==> config.mk <==
export PLATFORM = sky130hd
export DESIGN_NAME = sync_fifo
export DESIGN_NICKNAME = d
export VERILOG_FILES = /design/src/rtl/sync_fifo.sv
export SDC_FILE = /design/constraint.sdc
export NUM_CORES = 1
export LEC_CHECK = 0
export ABC_AREA = 1
export BUFFER_PORTS_ARGS = -buffer_cell sky130_fd_sc_hd__buf_2
export CORE_ASPECT_RATIO = 1.5
export CORE_MARGIN = 2
export CORE_UTILIZATION = 53
export DETAILED_ROUTE_END_ITERATION = 7
export GPL_TIMING_DRIVEN = 0
export PLACE_DENSITY = 0.73
export REMOVE_ABC_BUFFERS = 1
export SYNTH_ARGS = -nofsm -noshare
export SYNTH_HDL_FRONTEND = slang
export SYNTH_SLANG_ARGS = --single-unit
==> constraint.sdc <==
create_clock -name clk -period 3.52 [get_ports clk]
set_input_delay 0.704 -clock clk [delete_from_list [all_inputs] [get_ports clk]]
set_output_delay 0.704 -clock clk [all_outputs]
set_load 0.01 [all_outputs]
==> src/rtl/sync_fifo.sv <==
// sync_fifo: single-clock FIFO, 2**ADDR_WIDTH x DATA_WIDTH words.
// Wrap-bit pointers for full/empty, registered read data.
module sync_fifo #(
  parameter int ADDR_WIDTH = 2,
  parameter int DATA_WIDTH = 32
) (
  input  logic                  clk,
  input  logic                  reset,
  input  logic                  Wr_enable,
  input  logic                  Read_enable,
  input  logic [DATA_WIDTH-1:0] data_in,
  output logic [DATA_WIDTH-1:0] data_out,
  output logic                  full,
  output logic                  empty
);

  localparam int DEPTH = 1 << ADDR_WIDTH;

  logic [DATA_WIDTH-1:0] mem [DEPTH];

  logic [ADDR_WIDTH:0]   write_ptr, wr_ptr_d;
  logic [ADDR_WIDTH:0]   read_ptr, rd_ptr_d;
  logic [DATA_WIDTH-1:0] data_out_q, data_out_d;

  logic wr_acc, rd_acc;

  // Status flags straight from the registered pointers
  always_comb begin
    empty = (write_ptr == read_ptr);
    full  = (write_ptr[ADDR_WIDTH] != read_ptr[ADDR_WIDTH]) &&
            (write_ptr[ADDR_WIDTH-1:0] == read_ptr[ADDR_WIDTH-1:0]);
  end

  // Accept decisions and next-state pointers/data
  always_comb begin
    wr_acc     = Wr_enable && !full;
    rd_acc     = Read_enable && !empty;
    wr_ptr_d   = write_ptr;
    rd_ptr_d   = read_ptr;
    data_out_d = data_out_q;
    if (wr_acc) begin
      wr_ptr_d = write_ptr + 1'b1;
    end
    if (rd_acc) begin
      rd_ptr_d   = read_ptr + 1'b1;
      data_out_d = mem[read_ptr[ADDR_WIDTH-1:0]];
    end
  end

  // Pointer and read-data registers, reset first
  always_ff @(posedge clk) begin
    if (reset) begin
      write_ptr  <= '0;
      read_ptr   <= '0;
      data_out_q <= '0;
    end else begin
      write_ptr  <= wr_ptr_d;
      read_ptr   <= rd_ptr_d;
      data_out_q <= data_out_d;
    end
  end

  // Storage array; contents survive reset
  always_ff @(posedge clk) begin
    if (!reset && wr_acc) begin
      mem[write_ptr[ADDR_WIDTH-1:0]] <= data_in;
    end
  end

  assign data_out = data_out_q;

endmodule

* Word-level counts from Yosys, hierarchy flattened
Memories as Yosys holds them, arrays and structs flattened. A register that Yosys moved wholly into a read port is not among the register bits.
Index checks and enable logic that the tools add are counted.
** Cells by class
- Add/subtract/negate cells :: 2
- Multipliers :: 0
- Divide/modulo/power cells :: 0
- Order comparisons :: 0
- Eq/ne operators :: 3
- Shift operators :: 0
- Muxes and demuxes :: 2
- Bitwise gates (word level) :: 0
- Reduce and logical (&&, ||, !) cells :: 7
** Operators by type and width (count)
- adder 3 x 1 -> 3 bit, second input constant :: 2
- logical AND 1 bit :: 4
- == test 3 bit :: 1
- logical NOT 1 bit :: 3
- == test 2 bit :: 1
- 2-to-1 mux 1 bit :: 2
- inequality test 1 bit :: 1
** Word-level totals
- Register bits after elaboration :: 6
- Latch bits :: 0
- Bits in writable memories :: 128
- Memory bits (read-only) :: 0
- Input port bits :: 36
- Output and inout bits :: 34
- Word-level logic and storage cells :: 17
- Memories :: 1
** Memory list
- mem :: depth 4, bits a word 32, rd ports 1, clocked after memory_dff 1, write ports 1, RTL line 19 : logic [DATA_WIDTH-1:0] mem [DEPTH];

* Depth between registers and ports, before layout
Gate-level depths: netlist of the first run.
- Depth in word-level cells :: 7
- Depth in mapped cells :: 10
- Mapped depth without buffers :: 8

* Worst setup path before layout of the first run
Ideal clock, no wire load.
- Path type :: flip-flop to flip-flop
- Start :: reg read_ptr[1]
- End :: mem mem[3][0] (enable)
- Library setup time :: 0.461 ns
- Data arrival time :: 3.171 ns
- Required time :: 3.059 ns
- Path slack :: -0.112 ns
- Cell stages (with the launch flop) :: 8
- Buffers on the path :: 1
- Clock period less this slack :: 3.632 ns
- Cells stage by stage :: dfxtp_1 > buf_6 > inv_4 > nand2_1 > nand2_1 > nand3_1 > inv_1 > nor3_1
** Between the ends
- Cells in the longest elaborated chain, start to end :: 7
** Ends and longest elaborated chain
- start, declared :: RTL line 22 : logic [ADDR_WIDTH:0] read_ptr, rd_ptr_d;
- start signal, assigned :: RTL line 58 : read_ptr <= rd_ptr_d;
- == test 2 bit :: RTL line 31 : (write_ptr[ADDR_WIDTH-1:0] == read_ptr[ADDR_WIDTH-1:0]);
- logical AND 1 bit :: RTL line 30 : full = (write_ptr[ADDR_WIDTH] != read_ptr[ADDR_WIDTH]) &&
- named net full :: RTL line 13 : output logic full,
- logical NOT 1 bit :: RTL line 36 : wr_acc = Wr_enable && !full;
- logical AND 1 bit :: RTL line 36
- logical AND 1 bit :: RTL line 65 : if (!reset && wr_acc) begin
- 2-to-1 mux 1 bit :: RTL line 65
- 2-to-1 mux 1 bit (implied by the code) :: RTL line 66 : mem[write_ptr[ADDR_WIDTH-1:0]] <= data_in;
- end, declared :: RTL line 19
The timed path passes the listed nets, and every way through them passes these cells.

* Worst setup path after layout of the first run
- Start :: reg read_ptr[1]
- End :: out empty
** Between the ends
- Cells in the longest elaborated chain, start to end :: 1
** Ends and longest elaborated chain
- == test 3 bit :: RTL line 29 : empty = (write_ptr == read_ptr);
- end, declared :: RTL line 14 : output logic empty
No other way between the ends.

==> results of run 1 <==
## final cells by class
| class | count | area share [%] |
|---|---|---|
| multi-input cells | 401 | 22.9 |
| well taps | 162 | 2.39 |
| diodes | 1 | 0.0295 |
| repair buffers | 76 | 5.53 |
| inverters | 174 | 7.73 |
| clock buffers | 18 | 5.06 |
| clock inverters | 14 | 2.05 |
| flip-flops and latches | 166 | 54.3 |
## state kept, by name, summed over array words and instances (netlist names)
register and cells:
mem 128, data_out 32, read_ptr 3, write_ptr 3
## Yosys cell counts
cell type    n  area, um^2
xnor2_2      1        16.3
clkbuf_1     6        22.5
nor2_1      41         154
buf_1        6        22.5
a21oi_1     38         190
buf_2       16        80.1
nand2_1    209         785
ha_1         5        62.6
buf_4        6        45.0
nor3_1       1        5.00
inv_4        1        6.26
nand3_2     30         300
inv_2        1        3.75
nand3b_1     2        15.0
nand3_4      1        17.5
nand3_1     72         360
inv_1      172         646
dfxtp_1     38         761
edfxtp_1   128        3840
buf_6        6        67.6
## metal layers
| layer | vias to the layer above | routed length (um) | part of all wire [%] |
|---|---|---|---|
| li1 | 2540 | - | - |
| met1 | 2308 | 5700 | 39 |
| met2 | 93 | 8050 | 56 |
| met3 | 6 | 627 | 4.3 |
| met4 | 0 | 95 | 0.66 |
| met5 | - | 0 | 0 |
## worst min-delay path by stage
stage                                     end  slack, ns  depth (start not counted)
finish              data_out[13]$_SDFFE_PP0P_       0.47                          2
global route             mem[2][17]$_DFFE_PP_       0.49                          1
CTS                 data_out[16]$_SDFFE_PP0P_       0.48                          2
detailed placement  data_out[16]$_SDFFE_PP0P_       0.46                          2
global placement     data_out[3]$_SDFFE_PP0P_       0.46                          2
floorplan            read_ptr[2]$_SDFFE_PP0P_       0.52                          2
## timing repair
action                                  in CTS  in global routing
endpoints found under the setup margin       1                  0
setup buffers                                0                  0
gates resized for setup                      1                  0
## cells in the final DEF, fill, tap and decap left out, types with 4 or more instances in the layout
cell type / instances
dfxtp_1: 36
clkinvlp_4: 4
nand3_2: 31
nor2_1: 38
edfxtp_1: 128
inv_6: 4
a21oi_1: 38
nand3_1: 72
buf_2: 68
nand2_1: 209
clkbuf_16: 17
inv_1: 171
ha_1: 5
## critical path: cells and delay by family, from the launching register on
kind,cells,cell delay (ns)
simple gates,3,0.85
flops,1,0.51
buf+inv,3,0.71
## report_power, final
part           leakage (nW)  internal, W  switching [W]
Clock                 0.284      0.00112       0.000743
Sequential             1.48      0.00223      0.0000874
Combinational          2.24     0.000295       0.000560
Total                  4.00      0.00364        0.00139
## cells by family after synthesis
group / synth area share [%]
XOR/XNOR: 0.220
adder cells (fa/ha/maj): 0.845
buffers and inverters: 12.1
AND/OR/NAND/NOR: 22.1
AO/OA/AOI/OAI: 2.57
flip-flops: 62.2
## per-stage QoR
step / instance area, um^2 / setup TNS [ns] / util, % / total power, W
after detailed placement: 7870 / 0 / 57.9 / 0.00320
after global placement: 7710 / -377.08 / 56.7 / 0.00317
final: 8490 / 0 / 62.4 / 0.00503
after global routing: 8480 / 0 / 62.4 / 0.00528
after CTS: 8480 / 0 / 62.4 / 0.00508
after floorplan: 7170 / -69.77 / - / 0.00290
==> results.tsv, run 1 <==
stage	metric	value	unit
floorplanning	dieArea	0.0149	mm^2
clock_network	htreeDepth	4	
routing	vias_per_cell	4.89	
clock_network	cts.sinks	166	
place	place_inst	978	
place	hpwl	8170	um
worst_setup_path	cp_max_fo	36	
global_route	grt-busiest-layer	met2	
timing	worst_pin_slew	1.15	ns
worst_setup_path	critPathCapture	empty	
floorplanning	die_x	101	um
timing	slew_headroom	23.4	%
global_route	grt_overflow	0	
floorplanning	io_pins	70	
layout	fill_cells	1113	
timing	grt_setup_unrepaired	false	
layout	fin_cells	1012	
place	gp_congestion	0.696	
global_route	track_usage	20.8	%
global_route	use_met1	22.5	%
run	drv_cap	0	
clock_network	numCtsBuffers	17	
synth	ys_seq_area_share	62.2	%
worst_setup_path	r2r_start	read_ptr[1]$_SDFFE_PP0P_	
routing	drc	0	
synth	syn_avg_cell_area	9.49	um^2
synth	synthCells	780	
layout	ff_latch_area	0.00461	mm^2
worst_setup_path	cp-end-kind	output pin	
layout	area_growth	14.6	%
place	io_buffers	69	
worst_setup_path	path_class	reg -> out	
layout	nets	877	
clock_network	clk_pin_slew	0.06	ns
global_route	grt_pass1_wl	23500	um
timing	whs	0.472	ns
power_and_ir_drop	ir_drop	379	uV
timing	fin_crit_sh	90.8	%
worst_setup_path	crit_chain	inv_4, nand2_1, nand2_1, nand3_4, inv_1, buf_2	
global_route	grt_pass1_vias	4917	
worst_setup_path	cp-start-kind	flip-flop	
global_route	grt_use_met3	4.64	%
timing	worst_slack	0.325	ns
worst_setup_path	worstRegToRegCells	7	
timing	hold_viol_final	0	
synth	syn_area	0.00740	mm^2
power_and_ir_drop	p_per_area	593	mW/mm^2
floorplanning	coreArea	0.0136	mm^2
clock_network	hold_buffers	0	
clock_network	cts_tree	done	
timing	max_freq	313	MHz
routing	via_count	4947	
min_path	hp-class	reg -> reg	
global_route	grt_max_degree	70	
worst_setup_path	worst_ep_required_time	2.82	ns
routing	wl	14500	um
global_route	antenna_found_initial	0	
synth	yosysUniqueCellTypes	20	
timing	timing.final.max_slew_violations	0	
routing	wire_per_inst	14.3	um
timing	fin_crit	3.20	ns
clock_network	cts-root-buf	clkbuf_16	
floorplanning	dieHeight	149	um
timing	finalClockSkew	0.0102	ns
worst_setup_path	crit_start	read_ptr[1]$_SDFFE_PP0P_	
routing	ant_nets	0	
worst_setup_path	cp.arrival	2.49	ns
layout	multi_input_area	0.00194	mm^2
worst_setup_path	path_common_cell	nand2_1	
routing	dr.pass1.iters	5	
timing	setup_viol	0	
worst_setup_path	regToRegEndpoint	mem[0][15]$_DFFE_PP_	
worst_setup_path	cp_slowest_cell	nand3_4	
global_route	met2_usage	39.2	%
power_and_ir_drop	leakage	4.00	nW
floorplanning	start_util	54.4	%
outcome	status	complete, no violations	
clock_network	clkLatencyLatePin	0.42	ns
synth	yosysWarnings	0	
worst_setup_path	r2r_setup_slack	0.59	ns
clock_network	clockBufferDepth	2	
floorplanning	row_count	52	
worst_setup_path	slowest_delay	0.59	ns
min_path	hp-start	data_out[13]$_SDFFE_PP0P_	
synth	ys_seq_elements	166	
place	dp_slack	0.210	ns
layout	drive_gt1_share	17.6	%
routing	drt_iter0_drc	218	
No activity file was read; power rests on OpenSTA's default activity.
==> run 2: changes to the inputs <==
ABC_CLOCK_PERIOD_IN_PS = 3520   (was unset)
CELL_PAD_IN_SITES_DETAIL_PLACEMENT = 1   (was unset)
CELL_PAD_IN_SITES_GLOBAL_PLACEMENT = 1   (was unset)
CORE_UTILIZATION = 41   (was 53)
==> results.tsv, run 2 (synthesized netlist as in run 1, its figures left out) <==
stage	metric	value	unit	change
timing	max_freq	319	MHz	+2.1%
routing	vias_per_cell	4.81		-1.5%
timing	slew_headroom	20.8	%	-2.6 points
worst_setup_path	worst_ep_required_time	2.82	ns	about the same
power_and_ir_drop	ir_drop	342	uV	-9.7%
routing	drt_iter0_drc	211		-3.2%
power_and_ir_drop	p_per_area	585	mW/mm^2	-1.4%
power_and_ir_drop	p_clk_share	36.0	%	-1.0 points
worst_setup_path	critPathCapture	empty		
place	hpwl	9770	um	+20%
global_route	antenna_found_initial	2		+2
floorplanning	dieArea	0.0192	mm^2	+28%
global_route	track_usage	19.1	%	-1.7 points
power_and_ir_drop	cellInternalPower	0.00360	W	-1.2%
timing	finalClockSkew	0.00789	ns	-0.00233 ns
routing	dr.pass1.iters	6		+1
routing	wl	17300	um	+19%
run	drv_cap	0		unchanged
floorplanning	die_x	114	um	+13%
worst_setup_path	crit_start	read_ptr[1]$_SDFFE_PP0P_		
timing	fin_crit	3.13	ns	-0.0649 ns
floorplanning	coreArea	0.0178	mm^2	+31%
layout	postLayoutCellArea	0.00857	mm^2	+0.94%
place	io_buffers	69		unchanged
timing	worst_pin_slew	1.19	ns	+0.0383 ns
clock_network	clkLatencyLatePin	0.43	ns	about the same
floorplanning	row_count	60		+15%
power_and_ir_drop	leakage	4.01	nW	+0.13%
layout	largest_reg_flops	128		unchanged
clock_network	cts_tree	done		
layout	final_cell_mix	nand2_1 (209), inv_1 (171), edfxtp_1 (128), nand3_1 (72), buf_2 (68)		
worst_setup_path	regToRegEndpoint	mem[2][15]$_DFFE_PP_		
global_route	grt_pass1_vias	5290		+7.6%
timing	timing.final.max_slew_violations	0		unchanged
global_route	grt_overflow	0		unchanged
global_route	grt_max_degree	70		unchanged
min_path	hp-class	reg -> reg		
place	place_inst	1034		+5.7%
clock_network	clockBufferDepth	2		unchanged
outcome	status	complete, no violations		
power_and_ir_drop	power.switching	0.00141	W	+1.4%
worst_setup_path	path_class	reg -> out		
clock_network	htreeDepth	4		unchanged
worst_setup_path	r2r_setup_slack	0.56	ns	-0.03 ns
power_and_ir_drop	total_power	0.00501	W	-0.47%
timing	fin_crit_sh	88.9	%	-1.8 points
clock_network	cts.sinks	166		unchanged
global_route	grt_pass1_wl	27700	um	+18%
timing	grt_setup_unrepaired	false		
clock_network	clk_pin_slew	0.06	ns	about the same
power_and_ir_drop	combPwrFrac	17.7	%	+0.7 points
timing	setup_viol	0		unchanged
power_and_ir_drop	p_sw_share	28.1	%	+0.52 points
timing	tns	0	ns	unchanged
power_and_ir_drop	pwr-share-seq	46.3	%	+0.3 points
place	dpl-instance-area	0.00798	mm^2	+1.4%
worst_setup_path	cp_max_fo	36		unchanged
clock_network	cts-root-buf	clkbuf_16		
layout	fin_cells	1069		+5.6%
layout	drive_gt1_share	17.2	%	-0.37 points
routing	ant_nets	0		unchanged
worst_setup_path	cp-start-kind	flip-flop		
clock_network	ctsResizeCount	0		-1
place	gp_congestion	0.688		-1.2%
floorplanning	start_util	41.6	%	-13 points
timing	hold_viol_final	0		unchanged
layout	nets	878		+0.11%
clock_network	hold_buffers	0		unchanged
layout	area_growth	15.7	%	
routing	wire_per_inst	16.2	um	+13%
worst_setup_path	cp-end-kind	output pin		
clock_network	postCtsSetupBuffers	0		unchanged
worst_setup_path	r2r_start	read_ptr[0]$_SDFFE_PP0P_		
worst_setup_path	cp.arrival	2.43	ns	-0.06 ns
clock_network	numCtsBuffers	17		unchanged
worst_setup_path	worstRegToRegCells	5		-2
layout	fill_cells	2020		+81%
routing	drc	0		unchanged
floorplanning	dieHeight	169	um	+13%
routing	via_count	5147		+4.0%
floorplanning	io_pins	70		unchanged
layout	final_common_cell	nand2_1		
run 2: cell types whose count changed in the layout (fill, tap and decap cells not counted):
cell and change:
buf_12 -1, buf_16 +2, buf_6 -2, buf_8 +2
bufinv_16 -1, clkbuf_1 +2, clkbuf_8 +2, clkinv_1 +2
clkinv_2 +1, clkinv_4 -1, clkinvlp_4 -1, diode_2 +1
inv_6 -4
run 2: worst max-delay path: stages, from the launching register on:
cell and delay, ns:
dfxtp_2 0.36, buf_12 0.19, inv_4 0.36, nand2_1 0.09
nand2_1 0.17, nand3_4 0.51, inv_1 0.15, buf_2 0.15
run 2: how the worst min path moves through the flow:
stage                                         start                   endpoint  cells after the start
after floorplan            read_ptr[2]$_SDFFE_PP0P_   read_ptr[2]$_SDFFE_PP0P_                      2
after CTS                                data_in[2]        mem[0][2]$_DFFE_PP_                      1
final                     data_out[27]$_SDFFE_PP0P_  data_out[27]$_SDFFE_PP0P_                      2
after global placement    data_out[29]$_SDFFE_PP0P_  data_out[29]$_SDFFE_PP0P_                      2
after detailed placement  data_out[27]$_SDFFE_PP0P_  data_out[27]$_SDFFE_PP0P_                      2
after global routing                     data_in[5]        mem[3][5]$_DFFE_PP_                      1
run 2: per-stage QoR:
stage | utilization [%] | hold WS (ns) | setup WS, ns
finish | 48.1 | 0.473 | 0.390
detailed placement | 44.9 | 0.464 | 0.370
CTS | 48.1 | 0.475 | 0.296
global placement | 43.7 | 0.455 | -4.36
global route | 48.1 | 0.482 | 0.205
floorplan | - | 0.515 | -1.18
run 2: cell type report:
class,instances,area (um^2),share of cell area [%]
Sequential cell,166,4610,53.8
Multi-Input combinational cell,401,1940,22.7
Inverter,174,656,7.65
Timing Repair Buffer,77,512,5.97
Clock buffer,22,464,5.42
Tap cell,217,272,3.17
Clock inverter,10,105,1.23
Antenna cell,2,5.00,0.0584
run 2: metal layers:
metal  vias to the layer above  share of wire [%]  track usage [%]
li1                       2547                  -                -
met1                      2495                 41             21.8
met2                        81                 54             35.0
met3                        24                3.0             3.29
met4                         0                1.9             7.42
met5                         -                  0                0
run 2: power groups by stage:
| stage | clock network [W] | logic, W | registers [W] |
|---|---|---|---|
| floorplan | 0 | 0.000517 | 0.00238 |
| global placement | 0 | 0.000817 | 0.00239 |
| finish | 0.00180 | 0.000886 | 0.00232 |
| global route | 0.00192 | 0.00100 | 0.00234 |
| CTS | 0.00185 | 0.000911 | 0.00232 |
| detailed placement | 0 | 0.000887 | 0.00237 |
